==> src/rtl/add_serial_pkg.sv <==
// Shared FSM encoding and default sizing for the serial-adder sequencer.
package add_serial_pkg;
    localparam int ADD_WIDTH = 8;
    localparam int ADD_LAT   = 9;

    typedef enum logic [2:0] {
        ST_IDLE = 3'd0,
        ST_LOAD = 3'd1,
        ST_WAIT = 3'd2,
        ST_CAPT = 3'd3,
        ST_REL  = 3'd4
    } state_t;
endpackage

==> src/rtl/sync_fifo2.sv <==
// Two-entry synchronous FIFO, head visible combinationally; zero-latency read.
// Push while full and pop while empty are ignored, so callers gate on full/empty.
module sync_fifo2 #(
    parameter int DW = 8
) (
    input  logic          clk,
    input  logic          rst,
    input  logic          i_push,
    input  logic [DW-1:0] i_push_dat,
    input  logic          i_pop,
    output logic [DW-1:0] o_head_dat,
    output logic          o_full,
    output logic          o_empty
);
    logic [DW-1:0] r_mem [2];
    logic          r_wr_ptr;
    logic          r_rd_ptr;
    logic [1:0]    r_cnt;
    logic          w_push;
    logic          w_pop;

    assign w_push = i_push && !o_full;
    assign w_pop  = i_pop && !o_empty;

    always_ff @(posedge clk) begin
        if (rst) begin
            r_mem[0] <= '0;
            r_mem[1] <= '0;
            r_wr_ptr <= 1'b0;
            r_rd_ptr <= 1'b0;
            r_cnt    <= 2'd0;
        end else begin
            if (w_push) begin
                r_mem[r_wr_ptr] <= i_push_dat;
                r_wr_ptr        <= ~r_wr_ptr;
            end
            if (w_pop) begin
                r_rd_ptr <= ~r_rd_ptr;
            end
            r_cnt <= r_cnt + {1'b0, w_push} - {1'b0, w_pop};
        end
    end

    assign o_head_dat = r_mem[r_rd_ptr];
    assign o_full     = (r_cnt == 2'd2);
    assign o_empty    = (r_cnt == 2'd0);
endmodule

==> src/rtl/add_serial_seq.sv <==
// Feeds buffered operand pairs to a multi-cycle serial adder and checks/queues its sums.
// One op per LAT+3 cycles; stalls in IDLE until an input pair and a free result slot exist.
module add_serial_seq
    import add_serial_pkg::*;
#(
    parameter int WIDTH = ADD_WIDTH,
    parameter int LAT   = ADD_LAT
) (
    input  logic             clk,
    input  logic             rst,
    input  logic             in_valid,
    output logic             in_ready,
    input  logic [WIDTH-1:0] in_a,
    input  logic [WIDTH-1:0] in_b,
    output logic             add_en,
    output logic [WIDTH-1:0] add_a,
    output logic [WIDTH-1:0] add_b,
    input  logic [WIDTH-1:0] add_out,
    output logic             res_valid,
    input  logic             res_ready,
    output logic [WIDTH-1:0] res_sum,
    output logic             chk_err,
    output logic [15:0]      op_cnt
);
    localparam int CW = $clog2(LAT) + 1;

    state_t             r_state;
    logic [CW-1:0]      r_wait_cnt;
    logic [WIDTH-1:0]   r_held_a;
    logic [WIDTH-1:0]   r_held_b;
    logic               r_add_en;
    logic               r_chk_err;
    logic [15:0]        r_op_cnt;

    logic               w_in_full;
    logic               w_in_empty;
    logic               w_res_full;
    logic               w_res_empty;
    logic               w_start;
    logic               w_capt;
    logic [2*WIDTH-1:0] w_in_head;
    logic [WIDTH-1:0]   w_sum_exp;

    assign in_ready  = !w_in_full;
    assign res_valid = !w_res_empty;
    // Only one op is ever in flight, so a free result slot at start cannot be stolen before CAPT.
    assign w_start   = (r_state == ST_IDLE) && !w_in_empty && !w_res_full;
    assign w_capt    = (r_state == ST_CAPT);
    assign w_sum_exp = r_held_a + r_held_b;

    sync_fifo2 #(.DW(2*WIDTH)) u_in_fifo (
        .clk        (clk),
        .rst        (rst),
        .i_push     (in_valid && in_ready),
        .i_push_dat ({in_a, in_b}),
        .i_pop      (w_start),
        .o_head_dat (w_in_head),
        .o_full     (w_in_full),
        .o_empty    (w_in_empty)
    );

    sync_fifo2 #(.DW(WIDTH)) u_res_fifo (
        .clk        (clk),
        .rst        (rst),
        .i_push     (w_capt),
        .i_push_dat (add_out),
        .i_pop      (res_ready),
        .o_head_dat (res_sum),
        .o_full     (w_res_full),
        .o_empty    (w_res_empty)
    );

    always_ff @(posedge clk) begin
        if (rst) begin
            r_state    <= ST_IDLE;
            r_wait_cnt <= '0;
            r_held_a   <= '0;
            r_held_b   <= '0;
            r_add_en   <= 1'b0;
            r_chk_err  <= 1'b0;
            r_op_cnt   <= 16'd0;
        end else begin
            r_add_en <= 1'b0;
            case (r_state)
                ST_IDLE: begin
                    if (w_start) begin
                        r_held_a <= w_in_head[2*WIDTH-1:WIDTH];
                        r_held_b <= w_in_head[WIDTH-1:0];
                        r_add_en <= 1'b1;
                        r_state  <= ST_LOAD;
                    end
                end
                ST_LOAD: begin
                    r_wait_cnt <= '0;
                    r_state    <= ST_WAIT;
                end
                ST_WAIT: begin
                    // Counter lands on LAT-1 on the same edge that enters CAPT.
                    r_wait_cnt <= r_wait_cnt + 1'b1;
                    if (r_wait_cnt == CW'(LAT - 2)) begin
                        r_state <= ST_CAPT;
                    end
                end
                ST_CAPT: begin
                    if (add_out != w_sum_exp) begin
                        r_chk_err <= 1'b1;
                    end
                    r_op_cnt <= r_op_cnt + 16'd1;
                    r_add_en <= 1'b1;
                    r_state  <= ST_REL;
                end
                ST_REL: begin
                    r_state <= ST_IDLE;
                end
                default: begin
                    r_state <= ST_IDLE;
                end
            endcase
        end
    end

    assign add_en  = r_add_en;
    assign add_a   = r_held_a;
    assign add_b   = r_held_b;
    assign chk_err = r_chk_err;
    assign op_cnt  = r_op_cnt;
endmodule

==> config.mk <==
export PLATFORM = sky130hd
export DESIGN_NAME = add_serial_seq
export DESIGN_NICKNAME = d
export VERILOG_FILES = /design/src/rtl/add_serial_pkg.sv /design/src/rtl/sync_fifo2.sv /design/src/rtl/add_serial_seq.sv
export SDC_FILE = /design/constraint.sdc
export NUM_CORES = 1
export LEC_CHECK = 0
export ABC_AREA = 0
export ABC_CLOCK_PERIOD_IN_PS = 4800
export BUFFER_PORTS_ARGS = -buffer_cell sky130_fd_sc_hd__clkbuf_2
export CORE_MARGIN = 2
export CORE_UTILIZATION = 40
export CTS_CLUSTER_SIZE = 20
export DETAILED_ROUTE_END_ITERATION = 12
export PLACE_DENSITY_LB_ADDON = 0.25
export SYNTH_ARGS = -nofsm -noshare
export SYNTH_HDL_FRONTEND = slang
export SYNTH_SLANG_ARGS = --single-unit
==> constraint.sdc <==
create_clock -name clk -period 4.8 [get_ports clk]
set_input_delay 0.72 -clock clk [delete_from_list [all_inputs] [get_ports clk]]
set_output_delay 0.72 -clock clk [all_outputs]
set_load 0.03 [all_outputs]
==> results by group, run 1 <==
Logic synthesis
  • Ranking of synthesized cells by area: edfxtp_1 (32%), dfxtp_1 (23%), and2_1 (6.9%)
  • Post-synth cell types: 40
  • Async set or reset register ratio after synthesis: 0%
  • Sequential share of the synthesized area: 54.5%
  • Synth Register Bits: 99
  • Net count after synthesis: 454
  • Number of cells produced by synthesis: 412
  • Mean Syn Cell Area: 11.0 um2
  • EDFF count, synth: 48
  • Synth Warn #: 0
  • Yosys top cell area share: 31.9%
  • Leading area contributor after synthesis: edfxtp_1
  • Main synth FF type: dfxtp_1
  • Synthesized area: 0.00451 mm2

Setup path
  • CP Launch Type: flip-flop
  • Cell Chain, Critical Path: and3b_1 -> nand2_1 -> nor3b_1 -> or2_2
  • Crit Path Category: flip-flop to flip-flop
  • Buffers & Inverters on Critical Path: 0
  • Crit path max-delay family: simple AND/OR/NAND/NOR gates
  • Crit-path slowest cell: dfxtp_1
  • Critical-path maximum fanout: 15
  • Max stage delay on crit path: 0.65 ns
  • CP required: 4.85 ns
  • CP endpoint kind: flip-flop
  • CP arrival: 2.59 ns

Route
  • Avg WL per Cell: 13.7 um
  • DRC errors left: 0
  • Via count: 3047
  • DR pass1 iterations: 4
  • Iteration-0 DRC Markers: 154
  • Post-detailed-route count of antenna-violating nets: 0
  • Vias per cell: 4.91
  • WL final: 8.53 mm

Clock network
  • CTS tree: done
  • Hold_buf cts: 0
  • # clock sinks: 99
  • Worst-Skew Late Latency: 0.34 ns
  • Clock-pin slew on the worst setup and hold paths: 0.07 ns
  • TritonCTS buffer count: 9
  • Setup bufs post-CTS: 0
  • CTS H-Tree Depth: 3
  • Root buffer cell: clkbuf_16
  • CTS resizes: 0
  • Clock tree buffer depth: 2

Placed design
  • Placed wire-length estimate: 6.13 mm
  • Routability cong.: 0.774
  • Placed insts: 605
  • Port Buffer Count: 71

Die
  • Core Box Area: 0.0109 mm2
  • Die H: 110 um
  • Starting Density: 41.3%
  • Rows: 38
  • Full die area: 0.0122 mm2
  • Die Width: 110 um
  • Num ports: 72

Timing
  • RSZ-0062 raised after global routing: no
  • Fin crit share: 53.1%
  • Tmin final: 2.55 ns
  • Hold Slack: 0.506 ns
  • Endpoints failing hold: 0
  • Peak Freq: 392 MHz
  • Worst slew margin: 34.9%
  • Final setup violation count: 0
  • Setup_tns: 0 ns
  • Clock Skew: 0.00442 ns
  • Max Slew Vio Count: 0
  • Worst-margin pin slew: 0.976 ns

Global route
  • First-pass GRT wire length: 14.0 mm
  • Largest net degree at the start of global routing: 43
  • Overflow after GRT: 0
  • Total Routing Usage GR: 15.1%
  • Number of global-route vias before repair: 2866
  • Antenna violations before repair: 0

Final layout
  • Post-Layout Cell Count: 621
  • Final nets: 518
  • Fraction of layout cells with a size suffix above 1: 21.2%
  • Multi-input gate area: 0.00195 mm2
  • Commonest non-fill, non-tap cell in the layout: clkbuf_2
  • Register area: 0.00246 mm2
  • Ant diodes: 0
  • Filler Cell Count: 1032
  • Commonest cells after routing, fill and taps aside: clkbuf_2 (71), dfxtp_1 (51), and2_1 (50)
  • Area growth, synth to finish: 16.7%

Pwr
  • P per Cell Area: 559 mW/mm2
  • Switch Pwr: 1.12 mW
  • Net Sw Frac: 37.9%
  • Maximum VDD drop: 0.000241 V
  • Internal power: 1.83 mW
  • Pleak: 2.17 nW
  • Seq pwr share: 41.2%
  • Logic pwr share: 36.6%
  • Clock power frac: 22.2%

Run status
  • Status: complete, no violations

Flow run
  • Number of max-cap violations: 0

Min path
  • HP Class: flip-flop to flip-flop
through the flow:
| stage | area [um2] | power (mW) | util (%) | worst slack (ns) |
|---|---|---|---|---|
| after floorplan | 4510 | 2.04 | - | 2.63 |
| after global placement | 4990 | 2.29 | 45.7 | 2.20 |
| after detailed placement | 5000 | 2.31 | 45.7 | 2.30 |
| after CTS | 5270 | 2.98 | 48.2 | 2.30 |
| after global routing | 5270 | 3.15 | 48.2 | 2.00 |
| final | 5270 | 2.95 | 48.2 | 2.25 |
kinds of logic after synthesis:
family | synth area share (%)
AOI/OAI and AO/OA | 7.71
xor gates and xnor gates | 7.37
adders and majority gates | 4.05
buffers and inverters | 2.61
DFF | 54.5
muxes | 5.76
and+or+nand+nor | 18.0
routing by layer:
| layer | up-vias | part of all wire (%) | global-route usage, % |
|---|---|---|---|
| met5 | - | 0 | 0 |
| met4 | 0 | 1.9 | 7.50 |
| met3 | 10 | 3.5 | 2.23 |
| met2 | 53 | 45 | 23.2 |
| met1 | 1418 | 49 | 20.7 |
| li1 | 1566 | - | - |
power groups by stage:
stage	sequential (mW)	combinational (mW)	clock, mW
after floorplan	1.30	0.740	0
after global placement	1.23	1.06	0
after detailed placement	1.24	1.08	0
after CTS	1.22	1.09	0.671
after global routing	1.24	1.20	0.709
final	1.21	1.08	0.655
worst reg2reg max path, cell delays in order (launching register included):
cell and delay [ns]:
dfxtp_1 0.65, and3b_1 0.47, nand2_1 0.21, nor3b_1 0.59, or2_2 0.33
Yosys cell counts (3+ instances only):
master and count:
dfxtp_1 51, and2_1 50, edfxtp_1 48, nor2_1 48, xor2_1 20, xnor2_1 18
a211oi_1 17, mux2i_1 17, nand2_1 16, a21oi_1 15, clkbuf_1 15, ha_1 13
o21ai_0 9, mux2_2 8, nand4_1 8, inv_1 7, nand3_1 7, buf_2 4
nor3_1 4, a21o_1 3, and4_1 3, nor2b_1 3, nor3b_1 3, o21bai_1 3
or2_2 3
area by class of cell:
cell class,instances,share of cell area (%)
Tap cell,140,3.33
Clock buffer,9,4.28
Clock inverter,7,0.855
Multi-Input combinational cell,284,37.0
Timing Repair Buffer,75,7.32
Sequential cell,99,46.7
Inverter,7,0.499
flip-flops by register name, summed over array words and instances, names as in the netlist, 2 cells and up, named ones only:
signal            cells
u_in_fifo.r_mem      32
op_cnt               16
u_res_fifo.r_mem     16
add_a                 8
add_b                 8
r_wait_cnt            5
r_state               3
u_in_fifo.r_cnt       2
u_res_fifo.r_cnt      2
final timing paths:
path / start / end / slack, ns / depth (start not counted)
hold / removal: op_cnt[13] / op_cnt[13] / 0.51 / 2
hold reg to reg: op_cnt[13] / op_cnt[13] / 0.51 / 2
setup reg to reg: r_state[1] / u_res_fifo.r_mem[1][6] / 2.25 / 4
setup / recovery: r_state[1] / u_res_fifo.r_mem[1][6] / 2.25 / 4
No activity file was read; power rests on OpenSTA's default activity.
==> run 2, diff against run 1 <==
- ABC_CLOCK_PERIOD_IN_PS: 4800 -> 2220
- clock period: 4.8 -> 2.22 ns (I/O delays scaled with it)
==> run 2 against run 1 <==
  * Die area did not move
  * Core utilization rose by 0.54 points
  * Wire length rose by 1.6%
  * Sequential cell count did not move
  * Critical path depth rose by 3
  * Maximum frequency rose by 22%
  * Sequential power rose by 110%
  * Power rose by 120%
  * Via count rose by 1.0%
  * Setup slack got worse by 2.1 ns
==> results by group, run 2 (synthesis gave the netlist of run 1 again) <==
Route
  • Iteration-0 DRC Markers: 63
  • DR pass1 iterations: 4
  • Post-detailed-route count of antenna-violating nets: 0
  • WL final: 8.66 mm
  • Avg WL per Cell: 13.8 um
  • Vias per cell: 4.89
  • Via count: 3078
  • DRC errors left: 0

Timing
  • Worst slew margin: 61.5%
  • Final worst slack: 0.138 ns
  • Max Slew Vio Count: 0
  • RSZ-0062 raised after global routing: no
  • Fin crit share: 93.8%
  • Tmin final: 2.08 ns
  • Setup_tns: 0 ns
  • Clock Skew: 0.00634 ns
  • Peak Freq: 480 MHz
  • Endpoints failing hold: 0
  • Worst-margin pin slew: 0.573 ns
  • Final setup violation count: 0

Clock network
  • CTS resizes: 0
  • TritonCTS buffer count: 9
  • Root buffer cell: clkbuf_16
  • CTS tree: done
  • Hold_buf cts: 0
  • CTS H-Tree Depth: 3
  • Clock-pin slew on the worst setup and hold paths: 0.07 ns
  • Setup bufs post-CTS: 0
  • Clock tree buffer depth: 2
  • # clock sinks: 99
  • Worst-Skew Late Latency: 0.34 ns

Global route
  • Antenna violations before repair: 0
  • First-pass GRT wire length: 13.9 mm
  • Largest net degree at the start of global routing: 39
  • Total Routing Usage GR: 14.9%
  • Overflow after GRT: 0
  • Number of global-route vias before repair: 2949

Final layout
  • Final nets: 526
  • Commonest cells after routing, fill and taps aside: clkbuf_2 (71), dfxtp_1 (51), and2_1 (50)
  • Commonest non-fill, non-tap cell in the layout: clkbuf_2
  • Max reg flops: 32
  • Fraction of layout cells with a size suffix above 1: 22.5%
  • Ant diodes: 0
  • Area growth, synth to finish: 18.0%
  • Largest reg by FF count: u_in_fifo.r_mem
  • Post-Layout Cell Count: 629
  • Filler Cell Count: 1047

Setup path
  • Reg2Reg Depth: 7
  • Max stage delay on crit path: 0.40 ns
  • Buffers & Inverters on Critical Path: 0
  • Critical-path maximum fanout: 3
  • CP arrival: 2.32 ns
  • CP required: 2.45 ns
  • CP Launch Type: flip-flop
  • CP endpoint kind: flip-flop
  • R2R setup slack: 0.14 ns
  • Setup crit start: add_a[0]
  • CP Depth: 7
  • Crit path max-delay family: compound AO/OA/AOI/OAI gates
  • Crit Path Category: flip-flop to flip-flop
  • Reg2reg end: chk_err
  • R2R Path Start: add_a[0]
  • Worst Setup EP: chk_err
  • Crit-path slowest cell: o41a_1
  • Cell Chain, Critical Path: ha_1 -> fa_2 -> a211oi_1 -> o21bai_1 -> a21oi_1 -> xnor2_1 -> o41a_1

Pwr
  • P per Cell Area: 1200 mW/mm2
  • Seq pwr share: 39.4%
  • Net Sw Frac: 37.6%
  • Maximum VDD drop: 0.000514 V
  • Switch Pwr: 2.41 mW
  • Total power: 6.42 mW
  • Logic pwr share: 38.2%
  • Clock power frac: 22.4%
  • Pleak: 2.21 nW
  • Internal power: 4.00 mW

Placed design
  • Setup WS pre-CTS: 0.0924 ns
  • Routability cong.: 0.830
  • Placed insts: 613
  • Placed wire-length estimate: 6.22 mm
  • Port Buffer Count: 71

Die
  • Die Width: 110 um
  • Core Box Area: 0.0109 mm2
  • Starting Density: 41.3%
  • Full die area: 0.0122 mm2
  • Rows: 38
  • Num ports: 72
  • Die H: 110 um

Run status
  • Status: complete, no violations

Min path
  • HP Class: input pin to flip-flop

Flow run
  • Number of max-cap violations: 0
## run 2: changes by cell type in the layout (fill, tap and decap cells not counted), sizes merged
cell    previous run  this run
buf                4        12
inv                7         8
clkbuf            80        82
clkinv             5         2
## run 2: through the flow
| stage | util (%) | hold slack [ns] | instance area, um2 |
|---|---|---|---|
| 2_1_floorplan | - | 0.479 | 4510 |
| 3_3_place_gp | 46.2 | 0.487 | 5050 |
| 3_5_place_dp | 46.2 | 0.496 | 5050 |
| 4_1_cts | 48.7 | 0.262 | 5320 |
| 5_1_grt | 48.7 | 0.276 | 5330 |
| 6_report | 48.7 | 0.273 | 5330 |
## run 2: worst min path at each step
stage	start	end	slack, ns	depth (start not counted)
floorplan	r_wait_cnt[4]	r_wait_cnt[4]	0.48	2
global placement	op_cnt[13]	op_cnt[13]	0.49	2
detailed placement	op_cnt[13]	op_cnt[13]	0.50	2
CTS	in_a[5]	u_in_fifo.r_mem[0][13]	0.26	2
global route	in_a[3]	u_in_fifo.r_mem[1][11]	0.28	2
finish	in_a[5]	u_in_fifo.r_mem[0][13]	0.27	2
## run 2: cell type report
class / instances / area (um2) / share of cell area [%]
clock buffer: 11 / 233 / 4.37
tap: 140 / 175 / 3.29
multi-input combinational: 284 / 1950 / 36.5
timing repair buffer: 83 / 445 / 8.36
inverter: 7 / 26.3 / 0.493
sequential: 99 / 2460 / 46.2
clock inverter: 5 / 38.8 / 0.728
## run 2: power by group through the flow
stage               Sequential [mW]  Clock [mW]  Combinational, mW
CTS                            2.54        1.48               2.48
global placement               2.55           0               2.44
floorplan                      2.81           0               1.60
detailed placement             2.58           0               2.46
finish                         2.53        1.43               2.45
global route                   2.58        1.53               2.71
## run 2: worst register-to-register path, cell delays in order (launching register included)
cell	delay, ns
dfxtp_1	0.34
ha_1	0.23
fa_2	0.37
a211oi_1	0.25
o21bai_1	0.11
a21oi_1	0.18
xnor2_1	0.09
o41a_1	0.40
## run 2: layer usage
| layer | up-vias | GRT usage, % | routed length, um |
|---|---|---|---|
| met5 | - | 0 | 0 |
| met1 | 1423 | 19.0 | 4200 |
| li1 | 1589 | - | - |
| met3 | 11 | 2.76 | 322 |
| met4 | 0 | 7.32 | 180 |
| met2 | 55 | 24.5 | 3960 |
==> run 3, diff against run 2 <==
- CORE_ASPECT_RATIO: unset -> 0.75
- SKIP_LAST_GASP: unset -> 1
==> run 3 against run 2 <==
  * Clock skew shrank 0.0030 ns
  * Core utilization grew 0.52 points
  * Sequential cell count is the same
  * Clock power grew 18%
  * Wire length grew 3.6%
  * Power grew 4.4%
  * Non-clock buffer count grew 3
  * First-iteration DRC count grew to 3.5 times the previous value
  * Sequential power is essentially flat
  * Combinational power is essentially flat
==> results by group, run 3 (synthesis gave the netlist of run 1 again) <==
Run status
  • Status: complete, no violations

Final layout
  • Fraction of layout cells with a size suffix above 1: 23.4%
  • Ant diodes: 0
  • Largest reg by FF count: u_in_fifo.r_mem
  • Commonest non-fill, non-tap cell in the layout: clkbuf_2
  • Commonest cells after routing, fill and taps aside: clkbuf_2 (71), dfxtp_1 (51), and2_1 (50)
  • Max reg flops: 32
  • Post-Layout Cell Count: 632
  • Final nets: 529
  • Area growth, synth to finish: 19.8%

Timing
  • Fin crit share: 93.8%
  • RSZ-0062 raised after global routing: no
  • Worst-margin pin slew: 0.408 ns
  • Endpoints failing hold: 0
  • Peak Freq: 480 MHz
  • Tmin final: 2.08 ns
  • Setup_tns: 0 ns
  • Clock Skew: 0.00335 ns
  • Hold Slack: 0.270 ns
  • Final setup violation count: 0
  • Worst slew margin: 72.5%
  • Max Slew Vio Count: 0

Global route
  • Largest net degree at the start of global routing: 38
  • Number of global-route vias before repair: 2840
  • Overflow after GRT: 0
  • First-pass GRT wire length: 14.6 mm
  • Total Routing Usage GR: 15.6%
  • Antenna violations before repair: 0

Setup path
  • R2R setup slack: 0.14 ns
  • CP Depth: 7
  • Crit-path slowest cell: o41a_1
  • Cell Chain, Critical Path: ha_1 -> fa_2 -> a211oi_2 -> o21bai_1 -> a21oi_1 -> xnor2_1 -> o41a_1
  • Crit Path Category: flip-flop to flip-flop
  • Worst Setup EP: chk_err
  • Reg2Reg Depth: 7
  • CP Launch Type: flip-flop
  • Critical-path maximum fanout: 3
  • Max stage delay on crit path: 0.42 ns
  • CP arrival: 2.31 ns
  • Reg2reg end: chk_err
  • Crit path max-delay family: compound AO/OA/AOI/OAI gates
  • CP required: 2.45 ns
  • Buffers & Inverters on Critical Path: 0
  • R2R Path Start: add_a[0]
  • CP endpoint kind: flip-flop
  • Setup crit start: add_a[0]

Route
  • DR pass1 iterations: 4
  • Vias per cell: 4.95
  • WL final: 8.98 mm
  • Iteration-0 DRC Markers: 218
  • Via count: 3127
  • DRC errors left: 0
  • Post-detailed-route count of antenna-violating nets: 0
  • Avg WL per Cell: 14.2 um

Die
  • Die H: 96 um
  • Core Box Area: 0.0110 mm2
  • Num ports: 72
  • Starting Density: 41.1%
  • Full die area: 0.0122 mm2
  • Rows: 33
  • Die Width: 127 um

Min path
  • HP Class: input pin to flip-flop

Placed design
  • Placed wire-length estimate: 6.50 mm
  • Placed insts: 616
  • Port Buffer Count: 71
  • Routability cong.: 0.820

Clock network
  • Clock-pin slew on the worst setup and hold paths: 0.07 ns
  • TritonCTS buffer count: 9
  • # clock sinks: 99
  • CTS H-Tree Depth: 3
  • Clock tree buffer depth: 2
  • Worst-Skew Late Latency: 0.34 ns
  • CTS tree: done
  • Root buffer cell: clkbuf_16

Flow run
  • Number of max-cap violations: 0

Pwr
  • P per Cell Area: 1240 mW/mm2
  • Maximum VDD drop: 0.000438 V
  • Pleak: 2.25 nW
[run 3: per-layer routing]
layer,vias to the layer above,routed length [um],track usage [%]
met3,10,401,4.34
met4,0,112,4.95
met5,-,0,0
li1,1600,-,-
met1,1453,4690,22.3
met2,64,3770,23.2
[run 3: worst reg2reg max path: cells and delay by family (launching register included)]
family / cells / cell delay, ns
flip-flops: 1 / 0.33
adder cells (fa/ha/maj): 2 / 0.62
AO/OA/AOI/OAI: 4 / 0.92
XOR/XNOR: 1 / 0.09
[run 3: area by class of cell]
| cell class | instances | area, um2 |
|---|---|---|
| Inverter | 7 | 26.3 |
| Tap cell | 140 | 175 |
| Multi-Input combinational cell | 284 | 1950 |
| Clock inverter | 7 | 98.8 |
| Fill cell | 1015 | 5580 |
| Sequential cell | 99 | 2460 |
| Timing Repair Buffer | 86 | 468 |
| Clock buffer | 9 | 225 |
[run 3: power by group]
group / switching [mW] / internal [mW] / leakage, nW
clock: 0.690 / 0.995 / 0.152
combinational: 1.51 / 0.976 / 1.18
sequential: 0.260 / 2.27 / 0.920
[run 3: repair_timing]
item	CTS	global route
setup buffers	0	0
setup endpoints to repair	0	1
hold buffers	0	0
resized for setup	0	2
[run 3: per-stage QoR]
step | instance area (um2) | total power, mW | setup WS [ns] | util [%]
after detailed placement | 5070 | 5.05 | 0.0302 | 46.2
final | 5410 | 6.70 | 0.137 | 49.2
after CTS | 5400 | 6.76 | 0.0231 | 49.2
after global routing | 5410 | 7.11 | 0.0343 | 49.2
after floorplan | 4510 | 4.40 | 0.0520 | -
after global placement | 5070 | 5.00 | 0.134 | 46.2
[run 3: worst min-delay path by stage]
stage          cells past startpoint                    end           from
2_1_floorplan                      2          r_wait_cnt[4]  r_wait_cnt[4]
3_3_place_gp                       2             op_cnt[13]     op_cnt[13]
3_5_place_dp                       2             op_cnt[13]     op_cnt[13]
4_1_cts                            2  u_in_fifo.r_mem[0][5]        in_b[5]
5_1_grt                            2  u_in_fifo.r_mem[0][8]        in_a[0]
6_report                           2  u_in_fifo.r_mem[0][5]        in_b[5]
